[src/rtl/spi_burst_controller_pkg.sv]
// Shared types and field positions for the SPI burst controller.
package spi_burst_controller_pkg;

  typedef enum logic [5:0] {
    S_IDLE  = 6'b000001,
    S_ADDR  = 6'b000010,
    S_WDATA = 6'b000100,
    S_RDATA = 6'b001000,
    S_RWAIT = 6'b010000,
    S_DONE  = 6'b100000
  } state_t;

  localparam int RX_WR = 0;
  localparam int RX_RD = 1;

  localparam int ST_BUSY = 0;
  localparam int ST_DONE = 1;
  localparam int ST_COLL = 2;
  localparam int ST_TMO  = 3;
  localparam int ST_OVR  = 4;

  localparam int ADDR_LEN_LSB = 8;
  localparam int ADDR_SEL_LSB = 16;

  localparam int WR_MAX = 4;

  function automatic logic [4:0] clamp_len(
    input logic [7:0]  len,
    input int unsigned cap
  );
    if (len == 8'd0) return 5'd1;
    if (32'(len) > cap) return 5'(cap);
    return 5'(len);
  endfunction

endpackage

[src/rtl/spi_burst_controller_bit_reverse8.sv]
// Byte bit-order swap used on the tx and rx byte paths.
module bit_reverse8 (
  input  logic [7:0] din,
  output logic [7:0] dout
);
  assign dout = {<<{din}};
endmodule

[src/rtl/spi_burst_controller.sv]
// Register-access burst sequencer in front of a byte-wide SPI engine.
module spi_burst_controller
  import spi_burst_controller_pkg::*;
#(
  parameter int ADDR_W    = 7,
  parameter int MAX_BURST = 8,
  parameter bit LSB_FIRST = 1'b1,
  parameter int TIMEOUT   = 1024
) (
  input  logic        clk,
  input  logic        rst_n,
  input  logic [31:0] PC_rx,
  input  logic [31:0] PC_addr,
  input  logic [31:0] PC_val,
  output logic [31:0] PC_tx,
  output logic        byte_valid,
  input  logic        byte_ready,
  output logic [7:0]  byte_out,
  output logic        byte_rd,
  input  logic        rx_valid,
  input  logic [7:0]  rx_data,
  output logic        cs_hold
);

  state_t            state;
  logic [1:0]        rx_s1;
  logic [1:0]        rx_s2;
  logic [1:0]        rise;
  logic              is_read;
  logic [ADDR_W-1:0] addr_q;
  logic [31:0]       val_q;
  logic [4:0]        len_q;
  logic [4:0]        idx_q;
  logic [4:0]        idx_nx;
  logic              last;
  logic [15:0]       cnt_q;
  logic [2:0]        err_q;
  logic [7:0]        out_raw;
  logic [7:0]        out_rev;
  logic [7:0]        rx_rev;
  logic [7:0]        rx_byte;
  logic [7:0]        rbuf [MAX_BURST];
  logic [7:0]        rd_lo;
  logic [7:0]        rd_hi;
  logic [15:0]       rd_q;
  logic [3:0]        sel;
  logic [7:0]        status;
  logic              hs;
  logic              active;
  logic              tmo_hit;
  logic              unused_bits;

  assign unused_bits = ^{PC_rx[31:2], PC_addr[31:20], PC_addr[7]};

  bit_reverse8 u_rev_tx (.din(out_raw), .dout(out_rev));
  bit_reverse8 u_rev_rx (.din(rx_data), .dout(rx_rev));

  assign byte_out = LSB_FIRST ? out_rev : out_raw;
  assign rx_byte  = LSB_FIRST ? rx_rev : rx_data;

  assign rise    = rx_s1 & ~rx_s2;
  assign hs      = byte_valid & byte_ready;
  assign idx_nx  = idx_q + 5'd1;
  assign last    = (idx_q == len_q - 5'd1);
  assign active  = (state != S_IDLE) && (state != S_DONE);
  assign tmo_hit = active && !hs && !rx_valid &&
                   (cnt_q >= 16'(TIMEOUT - 1));

  always_ff @(posedge clk or negedge rst_n) begin
    if (!rst_n) begin
      rx_s1      <= '0;
      rx_s2      <= '0;
      state      <= S_IDLE;
      is_read    <= 1'b0;
      addr_q     <= '0;
      val_q      <= '0;
      len_q      <= '0;
      idx_q      <= '0;
      cnt_q      <= '0;
      err_q      <= '0;
      out_raw    <= '0;
      byte_valid <= 1'b0;
      byte_rd    <= 1'b0;
      cs_hold    <= 1'b0;
    end else begin
      rx_s1 <= PC_rx[1:0];
      rx_s2 <= rx_s1;
      cnt_q <= (!active || hs || rx_valid) ? 16'd0 : cnt_q + 16'd1;
      if (tmo_hit) begin
        err_q[1]   <= 1'b1;
        state      <= S_DONE;
        byte_valid <= 1'b0;
        byte_rd    <= 1'b0;
        cs_hold    <= 1'b0;
        out_raw    <= '0;
      end else begin
        unique case (state)
          S_IDLE: begin
            if (rise == 2'b11) begin
              err_q[0] <= 1'b1;
            end else if (rise != 2'b00) begin
              is_read    <= rise[RX_RD];
              addr_q     <= PC_addr[ADDR_W-1:0];
              val_q      <= PC_val;
              len_q      <= clamp_len(
                PC_addr[ADDR_LEN_LSB +: 8],
                rise[RX_RD] ? 32'(MAX_BURST) : 32'(WR_MAX));
              idx_q      <= '0;
              err_q      <= '0;
              state      <= S_ADDR;
              out_raw    <= {~rise[RX_RD], PC_addr[ADDR_W-1:0]};
              byte_valid <= 1'b1;
              byte_rd    <= 1'b0;
              cs_hold    <= 1'b1;
            end
          end
          S_ADDR: begin
            if (hs) begin
              if (is_read) begin
                state   <= S_RDATA;
                out_raw <= 8'h00;
                byte_rd <= 1'b1;
              end else begin
                state   <= S_WDATA;
                out_raw <= val_q[7:0];
              end
            end
          end
          S_WDATA: begin
            if (hs) begin
              if (last) begin
                state      <= S_DONE;
                byte_valid <= 1'b0;
                cs_hold    <= 1'b0;
                out_raw    <= '0;
              end else begin
                idx_q   <= idx_nx;
                out_raw <= val_q[{idx_nx[1:0], 3'b000} +: 8];
              end
            end
          end
          S_RDATA: begin
            if (hs) begin
              state      <= S_RWAIT;
              byte_valid <= 1'b0;
              byte_rd    <= 1'b0;
            end
          end
          S_RWAIT: begin
            if (rx_valid) begin
              if (last) begin
                state   <= S_DONE;
                cs_hold <= 1'b0;
              end else begin
                idx_q      <= idx_nx;
                state      <= S_RDATA;
                byte_valid <= 1'b1;
                byte_rd    <= 1'b1;
              end
            end
          end
          S_DONE:  state <= S_IDLE;
          default: state <= S_IDLE;
        endcase
      end
      // late write so an overrun in the trigger cycle survives the clear
      if (rx_valid && state != S_RWAIT) err_q[2] <= 1'b1;
    end
  end

  always_ff @(posedge clk or negedge rst_n) begin
    if (!rst_n) begin
      for (int i = 0; i < MAX_BURST; i++) rbuf[i] <= '0;
    end else if (state == S_RWAIT && rx_valid) begin
      for (int i = 0; i < MAX_BURST; i++)
        if (idx_q == 5'(i)) rbuf[i] <= rx_byte;
    end
  end

  assign sel = PC_addr[ADDR_SEL_LSB +: 4];

  always_comb begin
    rd_lo = '0;
    rd_hi = '0;
    for (int i = 0; i < MAX_BURST; i++) begin
      if (5'(i) == {sel, 1'b0}) rd_lo = rbuf[i];
      if (5'(i) == {sel, 1'b1}) rd_hi = rbuf[i];
    end
  end

  always_ff @(posedge clk or negedge rst_n) begin
    if (!rst_n) rd_q <= '0;
    else        rd_q <= {rd_hi, rd_lo};
  end

  always_comb begin
    status          = '0;
    status[ST_BUSY] = (state != S_IDLE);
    status[ST_DONE] = (state == S_DONE);
    status[ST_COLL] = err_q[0];
    status[ST_TMO]  = err_q[1];
    status[ST_OVR]  = err_q[2];
  end

  assign PC_tx = {status, 8'h00, rd_q};

endmodule

[config.mk]
export PLATFORM = sky130hd
export DESIGN_NAME = spi_burst_controller
export DESIGN_NICKNAME = d
export VERILOG_FILES = /design/src/rtl/spi_burst_controller_pkg.sv /design/src/rtl/spi_burst_controller_bit_reverse8.sv /design/src/rtl/spi_burst_controller.sv
export SDC_FILE = /design/constraint.sdc
export NUM_CORES = 1
export LEC_CHECK = 0
export ABC_AREA = 1
export CAP_MARGIN = 15
export CORE_MARGIN = 8
export CORE_UTILIZATION = 48
export DETAILED_ROUTE_END_ITERATION = 10
export MAX_ROUTING_LAYER = met4
export PLACE_DENSITY_LB_ADDON = 0.2
export SYNTH_ARGS = -nofsm -noshare
export SYNTH_HDL_FRONTEND = slang
export SYNTH_SLANG_ARGS = --single-unit
[constraint.sdc]
create_clock -name clk -period 2 [get_ports clk]
set_input_delay 0.4 -clock clk [delete_from_list [all_inputs] [get_ports clk]]
set_output_delay 0.4 -clock clk [all_outputs]
set_load 0.05 [all_outputs]
# --- Word level (Yosys, flattened, before mapping) ---
# Cells that the tools add are included.
# Widths: inputs -> output; s select.
classes:
  add_sub_neg: 3
  bitwise_logic: 6
  n_lt_le_gt_ge: 2
  n_eq_ne: 37
  reduce_logical: 43
  shift: 1
  n_mux: 77
ops:
  columns: ["cell", "n"]
  rows:
  - ["$mux 8", 15]
  - ["$mux 6", 9]
  - ["$mux 5", 9]
  - ["$mux 1", 32]
  - ["$shiftx 32x6->8", 1]
  - ["$pmux 6 s5", 1]
  - ["$ne 3x3->1 const B", 9]
  - ["$pmux 8 s3", 1]
  - ["$eq 5x3->1 const B", 4]
  - ["$add 16x1->16 const B", 1]
  - ["$ge 16x10->1 const B", 1]
  - ["$mux 16", 1]
  - ["$reduce_and 2->1", 8]
  - ["$reduce_and 8->1", 2]
  - ["$pmux 5 s3", 1]
  - ["$reduce_bool 2->1", 6]
  - ["$eq 5x2->1 const B", 2]
  - ["$ne 2x2->1 const B", 5]
  - ["$reduce_and 5->1", 2]
  - ["$reduce_bool 5->1", 2]
  - ["$eq 2x4->1 const A", 2]
  - ["$gt 8x4->1", 1]
  - ["$logic_not 8->1", 1]
  - ["$mux 4", 2]
  - ["35 further kinds", 51]
totals:
  elab_cells: 193
  regBits: 163

# --- Logic depth before layout (Yosys ltp) ---
# Gate-level depths: netlist of the first run.
logic_depth:
  depth_word: 14
  mapped_depth: 15
  mapped_depth_nobuf: 15

# --- Modules after synthesis ---
# From an unflattened synthesis of the first run, not the netlist that was laid out.
hier_totals:
  cells_unflattened: 956
  area_unflattened_um2: 8126.5
by_module_without_submodules:
  columns: ["mod", "seq_area_each_um2", "cells_each", "area_each_um2", "n_inst"]
  rows:
  - ["spi_burst_controller", 4080.2, 940, 8006.4, 1]
  - ["bit_reverse8", 0.0, 8, 60.1, 2]

# --- Worst setup path before layout of the first run ---
# No wires, ideal clock.
synth_timing:
  path_type: "flip-flop to flip-flop"
  from: "register idx_q[0]"
  to: "register out_raw[0]"
  period_less_slack_ns: 2.173
  setup_ns: 0.066
  path_slack_ns: -0.173
  t_arrival_ns: 2.107
  path_buffers: 4
  stages_incl_launch_ff: 13
  path_cell_list: "dfrtp_1 > buf_2 > inv_1 > clkbuf_1 > ha_1 > clkbuf_1 > clkbuf_1 > o21ai_0 > o21ai_0 > nand3_1 > a21oi_1 > nand2_1 > nand2_1"
synth_between:
  elab_chain_cells: 6
synth_rtl:
  columns: ["item", "line", "source"]
  rows:
  - ["from (decl)", "spi_burst_controller.sv:33", "logic [4:0] idx_q;"]
  - ["from (signal assigned)", "spi_burst_controller.sv:137", "idx_q <= idx_nx;"]
  - ["from (signal assigned)", "spi_burst_controller.sv:155", "idx_q <= idx_nx;"]
  - ["$add 5x1->5", "spi_burst_controller.sv:63", "assign idx_nx = idx_q + 5'd1;"]
  - ["$shiftx 32x6->8", "spi_burst_controller.sv:138", "out_raw <= val_q[{idx_nx[1:0], 3'b000} +: 8];"]
  - ["$mux 8 *", "spi_burst_controller.sv:131", "if (last) begin"]
  - ["$mux 8 *", "spi_burst_controller.sv:130", "if (hs) begin"]
  - ["$pmux 8 s3 *", "spi_burst_controller.sv:97", "unique case (state)"]
  - ["$mux 8 *", "spi_burst_controller.sv:89", "if (tmo_hit) begin"]
  - ["to (signal assigned)", "spi_burst_controller.sv:111", "out_raw <= {~rise[RX_RD], PC_addr[ADDR_W-1:0]};"]
  - ["to (signal assigned)", "spi_burst_controller.sv:125", "out_raw <= val_q[7:0];"]
  - ["to (signal assigned)", "spi_burst_controller.sv:138", null]
  - ["to (decl)", "spi_burst_controller.sv:38", "logic [7:0] out_raw;"]
# Mark *: on every way between the ends. The rest lies on a longest branch, timed or not. The select of a mux whose other input is x is not followed.
# A chain may end at the register's enable or synchronous reset.

# --- Final worst setup path of the first run ---
layout_timing:
  from: "register state[0]"
  to: "output port PC_tx[24]"
layout_between:
  elab_chain_cells: 1
layout_rtl:
  columns: ["item", "line", "source"]
  rows:
  - ["from (decl)", "spi_burst_controller.sv:25", "state_t state;"]
  - ["from (signal assigned)", "spi_burst_controller.sv:73", "state <= S_IDLE;"]
  - ["from (signal assigned)", "spi_burst_controller.sv:91", "state <= S_DONE;"]
  - ["from (signal assigned)", "spi_burst_controller.sv:110", "state <= S_ADDR;"]
  - ["$ne 6x1->1", "spi_burst_controller.sv:198", "status[ST_BUSY] = (state != S_IDLE);"]
  - ["to (decl)", "spi_burst_controller.sv:15", "output logic [31:0] PC_tx,"]
# Every way passes these cells.

==> results of run 1 <==
## worst max-delay path, stage by stage, from the launching register on
cell	delay, ns
dfstp_2	0.57
inv_1	0.07
nor2_2	0.12
nand3_4	0.17
buf_6	0.20
## sequential cells by signal, indices dropped and copies added, names as in the netlist
| name | cells |
|---|---|
| cnt_q | 16 |
| rd_q | 16 |
| out_raw | 8 |
| rbuf | 64 |
| idx_q | 5 |
| len_q | 5 |
| val_q | 32 |
| cs_hold | 1 |
| rx_s2 | 2 |
| rx_s1 | 2 |
| byte_valid | 1 |
| is_read | 1 |
| byte_rd | 1 |
| state | 6 |
| err_q | 3 |
## placed cells by master (no fill, tap or decap), drive strengths merged
cell,count
clkinvlp,2
dfrtp,162
o21ai,134
inv,89
o32ai,1
a211oi,1
dlygate4sd2,10
nand2,270
clkdlybuf4s50,75
dlymetal6s2s,4
nor2,71
o2111ai,14
nor4,1
nand3b,1
nor3,3
buf,55
a21boi,1
conb,11
dlygate4sd3,1
clkinv,6
dfstp,1
ha,8
bufinv,2
or3,1
nand3,39
o41ai,2
a31oi,2
nand4,58
xor2,6
xnor2,2
o22ai,6
a21oi,24
clkbuf,24
## layer usage
metal / vias up / routed length (um) / global-route usage (%) / share of wire [%]
li1: 3395 / - / - / -
met1: 3214 / 8849 / 23.81 / 46
met2: 171 / 9268 / 29.56 / 48
met3: 24 / 711 / 3.887 / 3.7
met4: 0 / 354 / 6.299 / 1.8
met5: - / 0 / - / 0
## per-stage QoR
stage / worst slack, ns / util (%) / power (mW) / area [um2] / TNS, ns
finish: 0.04858 / 61.49 / 11.96 / 10160 / 0
global route: -0.03622 / 61.49 / 12.71 / 10160 / -0.2222
CTS: -0.003490 / 60.91 / 11.79 / 10060 / -0.003490
detailed placement: -0.1840 / 57.14 / 8.481 / 9443 / -1.787
global placement: -0.1037 / 57.14 / 8.389 / 9443 / -1.029
floorplan: 0.01207 / - / 7.149 / 8110 / 0
## how the worst min path moves through the flow
stage                  start       end  slack [ns]  depth (start not counted)
floorplan              rst_n   byte_rd        0.10                          0
global placement       rst_n  state[4]        0.36                          1
detailed placement  rx_s1[0]  rx_s2[0]        0.36                          0
CTS                 rx_s1[0]  rx_s2[0]        0.38                          0
global route        rx_s1[0]  rx_s2[0]        0.39                          0
finish              rx_s1[0]  rx_s2[0]        0.37                          0
## cell families (layout without fill, tap and decap cells)
family          Yosys count  after routing
compound gates          185            185
xor+xnor                  8              8
fa+ha+maj                 8              8
buf+inv                 145            268
flops                   163            163
other cells               1             11
simple gates            444            444
## cell type report
type                            count  area, um2  share of cell area [%]
Clock buffer                       24      501.7                   4.938
Clock inverter                      8      98.84                  0.9728
Inverter                           91      344.1                   3.386
Multi-Input combinational cell    656       3400                   33.46
Sequential cell                   163       4081                   40.17
Tap cell                          220      275.3                   2.709
Timing Repair Buffer              145       1460                   14.37
## Yosys cell counts, types with 3 or more instances
master,number
o2111ai_1,14
nor2_2,8
nor2_4,4
a21oi_1,24
nand4_4,8
nor3_1,3
ha_1,8
o21ai_1,39
o22ai_1,6
xor2_1,6
nand4_1,50
nand3_2,3
nand2_1,264
inv_1,86
buf_2,14
buf_6,7
nand2_2,4
o21ai_0,94
nor2_1,57
dfrtp_1,162
clkbuf_1,20
nand3_1,34
buf_4,11
## what timing repair did
action | in CTS | in global routing
hold endpoints to repair | 40 | 0
pin swaps | 1 | 5
resized for setup | 12 | 14
hold buffers | 1 | 0
endpoints found under the setup margin | 11 | 20
setup buffers | 2 | 6
## where the power goes
group          total (mW)  internal (mW)  switching, mW
clock network        3.27           2.00           1.27
registers            4.28           3.91          0.365
logic                4.41           1.60           2.81
==> metrics.yaml, run 1 <==
synthesis:
  synth_cells: 954
  synth_edf_count: 0
  synth_xor_area_share_pct: 0.8684
  synth.area.top_cells: "dfrtp_1 50%, nand2_1 12%, o21ai_0 5.8%"
  synth_seq_cells: 163
  yosys.area.top_type_share_pct: 50.24
  syn_area_per_cell_um2: 8.458
  synth_top_family_by_area: "simple AND/OR/NAND/NOR gates"
  synth_area_leader_cell: "dfrtp_1"
  ys_warn_count: 0
  async_flop_share_pct: 100.0
  syn_area_um2: 8069
  yosysSeqAreaShare_pct: 50.57
  yosys-mux-area-fraction_pct: 0
  synth_flop_cell: "dfrtp_1"
  synth_adder_area_share_pct: 1.241
  synth_compound_area_share_pct: 12.59
  yosys.area_share.simple_pct: 26.53
  synth_cell_type_count: 42
critical_path:
  required_ns: 1.60
  timing.rr.start: "state[0]"
  endpoint_kind: "primary output"
  endpoint: "PC_tx[24]"
  path_class: "reg -> out"
  cp.arrival_ns: 1.55
  reg2reg_slack_ns: 0.10
  cp_max_fo: 8
  crit_path_start: "state[0]"
  reg2regPathDepth: 11
  worst_setup_path_start_kind: "register"
  r2r-end: "out_raw[7]"
routing:
  drtAntennaViolNets: 0
  via_per_inst: 5.206
  dr.pass1.iters: 4
  vias: 6804
  post_drt_wl_per_cell_um: 14.68
  wl_um: 19180
  first_iter_violations: 440
  drc: 0
timing:
  finalCriticalPeriod_ns: 1.951
  hold_violations: 0
  drv_slew: 0
  worst_clock_skew_ns: 0.007814
  worst_slew_pin_slew_ns: 0.5039
  hold_ws_ns: 0.3744
  setup_viol: 0
  rsz0062_at_grt: "yes"
  max_slew_margin_pct: 66.30
  post-route-period-util_pct: 97.57
  fmax_ghz: 0.5124
global_route:
  grt_max_degree: 50
  grt-ovfl-total: 0
  grt_pass1_vias: 6464
  antenna_found_initial: 0
  track_usage_pct: 18.77
  grt_first_pass_wirelength_um: 32000
pwr:
  ir_worst_vdd_mv: 0.7268
  power.density_nw_per_um2: 1177
  power.leakage_nw: 4.853
final_layout:
  drive_gt1_share_pct: 12.05
  fillers: 1450
  syn_to_final_growth_pct: 25.93
  diodes: 0
  stdcell_count: 1307
  fin_nets: 1190
placement:
  dpl.cell_count: 1266
  gp_congestion: 0.9080
  hpwl_um: 13620
  portBuffers: 96
floorplanning:
  die_area_um2: 21220
  start_util_pct: 48.83
  die_h_um: 145.7
  core-area_um2: 16520
  rows: 47
  io_pins: 151
  fp.dieW_um: 145.7
run:
  maxCapViolCount: 0
worst_hold_path:
  hold_class: "reg -> reg"
cts:
  cts_sinks: 163
  cts_tree: "yes"
  cts_buffer_depth: 2
  clk_latency_ns: 0.42
  htreeDepth: 4
  cts_buffers: 17
  clk_pin_slew_worst_paths_ns: 0.06
  cts-root-buf: "clkbuf_16"
run_status:
  status: "finished, final reports clean"
No activity file was read; power rests on OpenSTA's default activity.
==> inputs of run 2 (changes only) <==
--- a/config.mk
+++ b/config.mk
@@ -11,7 +11,7 @@
 export CORE_UTILIZATION = 48
 export DETAILED_ROUTE_END_ITERATION = 10
 export MAX_ROUTING_LAYER = met4
-export PLACE_DENSITY_LB_ADDON = 0.2
+export PLACE_DENSITY = 0.85
 export SYNTH_ARGS = -nofsm -noshare
 export SYNTH_HDL_FRONTEND = slang
 export SYNTH_SLANG_ARGS = --single-unit
==> metrics.yaml, run 2 (synthesis gave the netlist of run 1 again) <==
timing:
  finalCriticalPeriod_ns: 1.951
  drv_slew: 0
  worst_slew_pin_slew_ns: 0.5070
  max_slew_margin_pct: 66.09
  worst_clock_skew_ns: 0.007362
  fmax_ghz: 0.5126
  setup_viol: 0
  finalSetupTns_ns: 0
  post-route-period-util_pct: 97.54
  hold_ws_ns: 0.3774
  hold_violations: 0
floorplanning:
  die_h_um: 145.7
  start_util_pct: 48.83
  fp.dieW_um: 145.7
  core-area_um2: 16520
  die_area_um2: 21220
  rows: 47
  io_pins: 151
global_route:
  grt_max_degree: 69
  track_usage_pct: 19.28
  grt_first_pass_wirelength_um: 32930
  grt-ovfl-total: 0
  grt_pass1_vias: 6809
  antenna_found_initial: 0
  globalRoute.busiestLayer: "met2"
  grtUsageMet2_pct: 31.24
  use_met3_pct: 4.913
  grt_util_met1_pct: 23.03
cts:
  htreeDepth: 4
  cts_buffers: 17
  cts_sinks: 163
  clk_pin_slew_worst_paths_ns: 0.06
  clk_latency_ns: 0.43
  cts_tree: "yes"
  cts_buffer_depth: 2
  cts-root-buf: "clkbuf_16"
final_layout:
  top_register: "rbuf"
  diodes: 0
  largest_register_ffs: 64
  final_cell_mix: "263 x nand2_1, 162 x dfrtp_1, 93 x o21ai_0, 85 x inv_1, 73 x clkdlybuf4s50_1"
  fin_nets: 1191
  stdcell_count: 1308
  syn_to_final_growth_pct: 25.54
  fillers: 1358
  final_common_cell: "nand2_1"
  reg_top3: "rbuf: 64 flops, val_q: 32 flops"
  design_area_um2: 10130
  drive_gt1_share_pct: 11.95
routing:
  post_drt_wl_per_cell_um: 14.92
  first_iter_violations: 511
  drc: 0
  via_per_inst: 5.356
  drtAntennaViolNets: 0
  wl_um: 19520
  dr.pass1.iters: 5
  vias: 7006
pwr:
  power.internal_mw: 7.233
  clkPwrFrac_pct: 27.3
  seqPwrFrac_pct: 36.2
  netSwitchingPower_mw: 4.551
  power.leakage_nw: 4.887
  power.density_nw_per_um2: 1163
  switching_share_pct: 38.62
  comb_power_share_pct: 36.5
  ir_worst_vdd_mv: 0.7472
critical_path:
  path_class: "reg -> out"
  slowest_delay_ns: 0.80
  slowest_stage: "clkdlybuf4s50_1"
  worst_setup_path_start_kind: "register"
  endpoint_kind: "primary output"
  cp_max_fo: 1
  required_ns: 1.60
  path_cells: "clkdlybuf4s50_1"
  cp_num_buf_inv: 1
  crit_family: "buffers and inverters"
  cp.arrival_ns: 1.55
placement:
  dpl_cell_area_um2: 9480
  gp_congestion: 0.8511
  portBuffers: 96
  dpl.cell_count: 1271
  hpwl_um: 13710
run:
  maxCapViolCount: 0
worst_hold_path:
  hold_class: "reg -> reg"
run_status:
  status: "finished, final reports clean"
## run 2: changes by cell type in the layout (fill, tap and decap cells not counted), sizes merged
cell / delta
inv: +5
clkbuf: -3
clkdlybuf4s50: -2
clkinv: -2
dlymetal6s2s: +2
buf: +1
bufinv: -1
clkinvlp: +1
## run 2: final timing paths
path | cells after the start | end | startpoint | slack [ns]
max | 1 | PC_tx[4] | rd_q[4] | 0.05
min | 0 | rx_s2[0] | rx_s1[0] | 0.38
max reg2reg | 10 | state[0] | state[0] | 0.10
min reg2reg | 0 | rx_s2[0] | rx_s1[0] | 0.38
max in group asynchronous | 3 | rbuf[31] | rst_n | 0.93
min in group asynchronous | 2 | rd_q[5] | rst_n | 0.40
## run 2: layout make-up
type	count	area [um2]	share of cell area (%)
inverter	91	344.1	3.397
clock buffer	21	470.5	4.644
sequential	163	4080	40.28
tap	220	275.3	2.717
timing repair buffer	146	1453	14.34
multi-input combinational	656	3391	33.47
clock inverter	11	116.4	1.149
## run 2: repair_timing
action | CTS | global route
hold endpoints to repair | 23 | 0
setup buffers | 0 | 4
hold buffers | 1 | 0
endpoints found under the setup margin | 10 | 19
pin swaps | 0 | 2
resized for setup | 10 | 13
## run 2: per-layer routing
| metal | part of all wire (%) | vias up |
|---|---|---|
| met5 | 0 | - |
| met4 | 2.1 | 0 |
| met3 | 5.8 | 35 |
| met2 | 49 | 272 |
| met1 | 43 | 3313 |
| li1 | - | 3386 |
## run 2: through the flow
stage / util, % / setup slack (ns) / power [mW]
after global routing: 61.30 / -0.008355 / 12.51
after CTS: 60.91 / 0.01494 / 11.71
after global placement: 57.37 / -0.1408 / 8.369
after detailed placement: 57.37 / -0.1520 / 8.481
after floorplan: - / 0.01207 / 7.149
final: 61.30 / 0.04923 / 11.78
## run 2: power groups by stage
stage	registers (mW)	clock network, mW	logic (mW)
floorplan	4.62	0	2.53
global placement	4.28	0	4.09
detailed placement	4.31	0	4.17
CTS	4.26	3.26	4.19
global route	4.33	3.40	4.78
finish	4.27	3.22	4.30
